[src/rtl/button_request_conditioner_pkg.sv]
// Shared constants for the button request conditioner: channel count and
// the default debounce window derived from the board clock.
package button_request_conditioner_pkg;

    localparam int unsigned CLK_HZ      = 100_000_000;
    localparam int unsigned DEBOUNCE_MS = 10;
    localparam int unsigned N_CH        = 4;

    localparam int unsigned DEFAULT_DEBOUNCE_CYCLES = (CLK_HZ / 1000) * DEBOUNCE_MS;

endpackage : button_request_conditioner_pkg

[src/rtl/button_request_conditioner_debounce_channel.sv]
// One input channel: 2-flop synchroniser, stability counter, debounced level
// and a registered one-cycle press pulse; exports next level and rise.
module debounce_channel
    import button_request_conditioner_pkg::*;
#(
    parameter int unsigned DEBOUNCE_CYCLES = DEFAULT_DEBOUNCE_CYCLES
) (
    input  logic clk,
    input  logic rst_n,
    input  logic btn_raw,
    output logic level,
    output logic press_pulse,
    output logic level_nxt_c,
    output logic rise_c
);

    localparam int unsigned CNT_W = $clog2(DEBOUNCE_CYCLES);
    localparam logic [CNT_W-1:0] CNT_MAX = CNT_W'(DEBOUNCE_CYCLES - 1);

    logic             sync1_q, sync1_d;
    logic             sync2_q, sync2_d;
    logic             stable_q, stable_d;
    logic [CNT_W-1:0] cnt_q, cnt_d;
    logic             pulse_q, pulse_d;

    // Accept a new level only after sync2 has differed for DEBOUNCE_CYCLES edges.
    always_comb begin
        sync1_d  = btn_raw;
        sync2_d  = sync1_q;
        stable_d = stable_q;
        cnt_d    = cnt_q;
        if (sync2_q == stable_q) begin
            cnt_d = '0;
        end else if (cnt_q == CNT_MAX) begin
            stable_d = sync2_q;
            cnt_d    = '0;
        end else begin
            cnt_d = cnt_q + CNT_W'(1);
        end
        pulse_d = stable_d & ~stable_q;
    end

    always_ff @(posedge clk or negedge rst_n) begin
        if (!rst_n) begin
            sync1_q  <= 1'b0;
            sync2_q  <= 1'b0;
            stable_q <= 1'b0;
            cnt_q    <= '0;
            pulse_q  <= 1'b0;
        end else begin
            sync1_q  <= sync1_d;
            sync2_q  <= sync2_d;
            stable_q <= stable_d;
            cnt_q    <= cnt_d;
            pulse_q  <= pulse_d;
        end
    end

    assign level       = stable_q;
    assign press_pulse = pulse_q;
    assign level_nxt_c = stable_d;
    assign rise_c      = pulse_d;

endmodule : debounce_channel

[src/rtl/button_request_conditioner.sv]
// Debounced request lines for the downstream 4-to-2 priority encoder, with
// an optional sticky mode that holds presses until cleared.
module button_request_conditioner #(
    parameter int unsigned N_CH            = button_request_conditioner_pkg::N_CH,
    parameter int unsigned DEBOUNCE_CYCLES = button_request_conditioner_pkg::DEFAULT_DEBOUNCE_CYCLES
) (
    input  logic            clk,
    input  logic            rst_n,
    input  logic [N_CH-1:0] btn_raw,
    input  logic            mode_sticky,
    input  logic [N_CH-1:0] clr,
    output logic [N_CH-1:0] level,
    output logic [N_CH-1:0] press_pulse,
    output logic [N_CH-1:0] req
);

    logic [N_CH-1:0] level_nxt_c;
    logic [N_CH-1:0] rise_c;
    logic [N_CH-1:0] req_q, req_d;

    for (genvar g = 0; g < N_CH; g++) begin : g_ch
        debounce_channel #(
            .DEBOUNCE_CYCLES(DEBOUNCE_CYCLES)
        ) u_ch (
            .clk        (clk),
            .rst_n      (rst_n),
            .btn_raw    (btn_raw[g]),
            .level      (level[g]),
            .press_pulse(press_pulse[g]),
            .level_nxt_c(level_nxt_c[g]),
            .rise_c     (rise_c[g])
        );
    end

    // Sticky: set beats clear so a press landing on a clear is never lost.
    always_comb begin
        req_d = req_q;
        if (mode_sticky) begin
            req_d = (req_q & ~clr) | rise_c;
        end else begin
            req_d = level_nxt_c;
        end
    end

    always_ff @(posedge clk or negedge rst_n) begin
        if (!rst_n) begin
            req_q <= '0;
        end else begin
            req_q <= req_d;
        end
    end

    assign req = req_q;

endmodule : button_request_conditioner

[config.mk]
export PLATFORM = sky130hd
export DESIGN_NAME = button_request_conditioner
export DESIGN_NICKNAME = d
export VERILOG_FILES = /design/src/rtl/button_request_conditioner_pkg.sv /design/src/rtl/button_request_conditioner_debounce_channel.sv /design/src/rtl/button_request_conditioner.sv
export SDC_FILE = /design/constraint.sdc
export NUM_CORES = 1
export LEC_CHECK = 0
export CORE_MARGIN = 5
export CORE_UTILIZATION = 55
export CTS_BUF_LIST = sky130_fd_sc_hd__clkbuf_16
export CTS_CLUSTER_DIAMETER = 100
export DETAILED_ROUTE_END_ITERATION = 7
export PLACE_DENSITY_LB_ADDON = 0.08
export REMOVE_ABC_BUFFERS = 1
export SLEW_MARGIN = 25
export SYNTH_ARGS = -nofsm -noshare
export SYNTH_HDL_FRONTEND = slang
export SYNTH_SLANG_ARGS = --single-unit
[constraint.sdc]
create_clock -name clk -period 3.1 [get_ports clk]
set_input_delay 0.62 -clock clk [delete_from_list [all_inputs] [get_ports clk]]
set_output_delay 0.62 -clock clk [all_outputs]
set_load 0.05 [all_outputs]
==> key figures <==
Die
  • Die Span Y: 103 um
  • Chip Width: 103 um
  • Core ar.: 0.00859 mm^2
  • Number of core rows: 34
  • Initial core utilization: 55.7%
  • Die Area: 0.0107 mm^2
  • I/O pin cnt: 23

Timing
  • Final worst setup slack: 0.681 ns
  • Tcrit/Tclk final: 78.0%
  • Clock Skew: 0.00538 ns
  • Fmax: 413 MHz
  • Total negative slack: 0 ns
  • Worst Max-Slew Pin Slew: 0.725 ns
  • Final Max Tran Viols: 0
  • Final Setup Violations: 0
  • Hold Vio Cnt, Final: 0
  • Minimum clock period: 2.42 ns
  • Slew HR: 51.6%
  • RSZ-0062 raised after global routing: false

CTS
  • CTS buffer count: 9
  • Root Driver: clkbuf_16
  • Post-CTS Resized: 0
  • Clock Latency Late Sink: 0.34 ns
  • Clock buffer depth: 2
  • Clock Pin Slew Worst Setup and Hold Paths: 0.07 ns
  • Post-cts hold buffer count: 0
  • Post-CTS Setup Bufs: 0
  • # H-tree levels: 3
  • CTS tree: done
  • CTS sink cnt: 100

Setup path
  • Critical Path RT: 3.29 ns
  • CP arrival: 2.61 ns
  • Worst path buffer plus inverter count: 0
  • R2R depth: 4
  • Setup crit end kind: register
  • Top cell family by delay on the critical path: simple AND/OR/NAND/NOR gates
  • Crit-path slowest cell: o21bai_2
  • Kind of critical path: register to register
  • Largest stage delay, worst path: 0.62 ns
  • CP Launch Type: register
  • CP cell instances: or4_1 -> or4_1 -> o21bai_2 -> nor2_1
  • Crit. path cell count: 4
  • Crit path top cell by count: or4_1
  • Worst Path Max Fanout: 18

GRT
  • GRT Resource Usage Total: 19.6%
  • Initial antenna violation count: 0
  • Largest net degree at the start of global routing: 47
  • Vias in the first global route: 3,513
  • Grt total ovfl: 0
  • First-pass GRT wire length: 16,700 um

Cells and area
  • Layout area overhead: 12.4%
  • Fin util: 62.6%
  • Antenna diodes: 0
  • Filler Cells Inserted: 728
  • Share of cells above drive strength 1: 4.73%
  • Most common cell after layout, fill and taps aside: dfrtp_1
  • Nets@finish: 517
  • Most frequent cells in the layout: 100 x dfrtp_1, 64 x nor2_1, 29 x nand3_1, 29 x xnor2_1
  • Finished Cell Area: 0.00538 mm^2

Route
  • Met3 WL post-DR: 280 um
  • Iter 0 DRT Violations: 78
  • Top sig layer: met4
  • # DRC: 0
  • Drt pass-1 iters: 5
  • Drt wl/cell: 15.2 um
  • Post-route met1 wirelength: 4490 um
  • Routed WL: 9320 um
  • Vias per cell: 5.77
  • Routed Antenna Nets: 0
  • Via Count: 3,548
  • Met2 WL: 4470 um

Logic synthesis
  • Synth Register Bits: 100
  • Sequential element share of the synthesized area: 52.3%
  • Main synth FF type: dfrtp_1
  • YS warnings: 0
  • Mapped cell area: 0.00478 mm^2
  • Synthesized instance count: 482
  • FFs w/ async S/R, synth: 100%
  • Netlist cell types: 35
  • Post-synth EDFFs: 0
  • Avg Cell Area, Syn: 9.93 um^2

Pwr
  • Peak VDD IR: 0.274 mV
  • PwrDens: 476 mW/mm^2
  • Static Leakage: 2.18 nW
  • Total power: 2.56 mW

Place
  • Placer Congestion: 0.827
  • HPWL after detailed placement: 6530 um
  • Placed Area: 0.00508 mm^2
  • Number of port buffers: 22
  • Pre-CTS setup slack: 0.689 ns

Hold path
  • Min-delay worst type: input port to asynchronous set/reset pin

Outcome
  • Status: completed

Job
  • Maxcap violations: 0
[logic make-up after synthesis]
| logic type | Yosys count | synth area share [%] |
|---|---|---|
| simple gates | 233 | 26.0 |
| flops | 100 | 52.3 |
| compound gates | 56 | 7.06 |
| xor+xnor | 56 | 10.3 |
| buf+inv | 33 | 3.29 |
| fa+ha+maj | 4 | 1.05 |
[worst register-to-register path, stage by stage, from the launching register on]
cell and delay, ns:
dfrtp_1 0.43, or4_1 0.50, or4_1 0.59, o21bai_2 0.62, nor2_1 0.14
[registers in the layout (all words and copies together), names as in the netlist]
name                   count
g_ch.u_ch.cnt_q           80
g_ch.u_ch.level            4
g_ch.u_ch.press_pulse      4
g_ch.u_ch.sync1_q          4
g_ch.u_ch.sync2_q          4
req                        4
[metrics by stage]
| step | hold slack (ns) | instances |
|---|---|---|
| final | 0.267 | 615 |
| after global routing | 0.315 | 615 |
| after CTS | 0.285 | 615 |
| after detailed placement | 0.335 | 599 |
| after global placement | 0.334 | 599 |
| after floorplan | 0.324 | 463 |
[per-layer routing]
metal / GRT usage (%) / up-vias
met3: 4.02 / 6
li1: - / 1772
met1: 27.8 / 1724
met5: 0 / -
met2: 31.6 / 46
met4: 4.18 / 0
[report_power, final]
group / internal (mW) / leakage, nW / switching [mW]
clock network: 0.630 / 0.137 / 0.502
registers: 1.32 / 1.37 / 0.0171
logic: 0.0309 / 0.678 / 0.0601
[synth_stat cells (3+ instances only)]
| cell | number | area share, % |
|---|---|---|
| nor4b_1 | 3 | 0.55 |
| nand2_1 | 27 | 2.1 |
| and4_1 | 7 | 1.3 |
| dfrtp_1 | 100 | 52 |
| inv_1 | 14 | 1.1 |
| nand4_1 | 24 | 3.1 |
| and3_1 | 7 | 0.92 |
| ha_1 | 4 | 1.0 |
| a21oi_1 | 20 | 2.1 |
| nor2_1 | 64 | 5.0 |
| buf_2 | 3 | 0.31 |
| o21ai_0 | 16 | 1.7 |
| buf_4 | 8 | 1.3 |
| nand3_1 | 29 | 3.0 |
| nor4_1 | 17 | 2.2 |
| xor2_1 | 27 | 4.9 |
| o31ai_1 | 13 | 2.0 |
| and2_1 | 8 | 1.0 |
| o311a_1 | 3 | 0.63 |
| clkbuf_1 | 8 | 0.63 |
| or4_1 | 15 | 2.4 |
| nor3_1 | 7 | 0.73 |
| xnor2_1 | 29 | 5.3 |
| or3_1 | 14 | 1.8 |
| nand4b_1 | 3 | 0.55 |
[final timing paths]
check / slack, ns / end / from
max reg2reg: 0.68 / g_ch[3].u_ch.cnt_q[9] / g_ch[3].u_ch.cnt_q[6]
max: 0.68 / g_ch[3].u_ch.cnt_q[9] / g_ch[3].u_ch.cnt_q[6]
min reg2reg: 0.35 / g_ch[0].u_ch.sync2_q / g_ch[0].u_ch.sync1_q
min: 0.27 / g_ch[1].u_ch.cnt_q[17] / rst_n
min in group clk: 0.35 / g_ch[0].u_ch.sync2_q / g_ch[0].u_ch.sync1_q
max in group asynchronous: 2.05 / g_ch[3].u_ch.cnt_q[6] / rst_n
[area by class of cell]
| class | instances | area (um^2) | share of cell area, % |
|---|---|---|---|
| Tap cell | 108 | 135 | 2.51 |
| Timing Repair Buffer | 28 | 263 | 4.88 |
| Clock inverter | 7 | 76.3 | 1.42 |
| Inverter | 14 | 52.6 | 0.977 |
| Clock buffer | 9 | 225 | 4.19 |
| Sequential cell | 100 | 2500 | 46.5 |
| Multi-Input combinational cell | 349 | 2120 | 39.5 |
No activity file was read; power rests on OpenSTA's default activity.
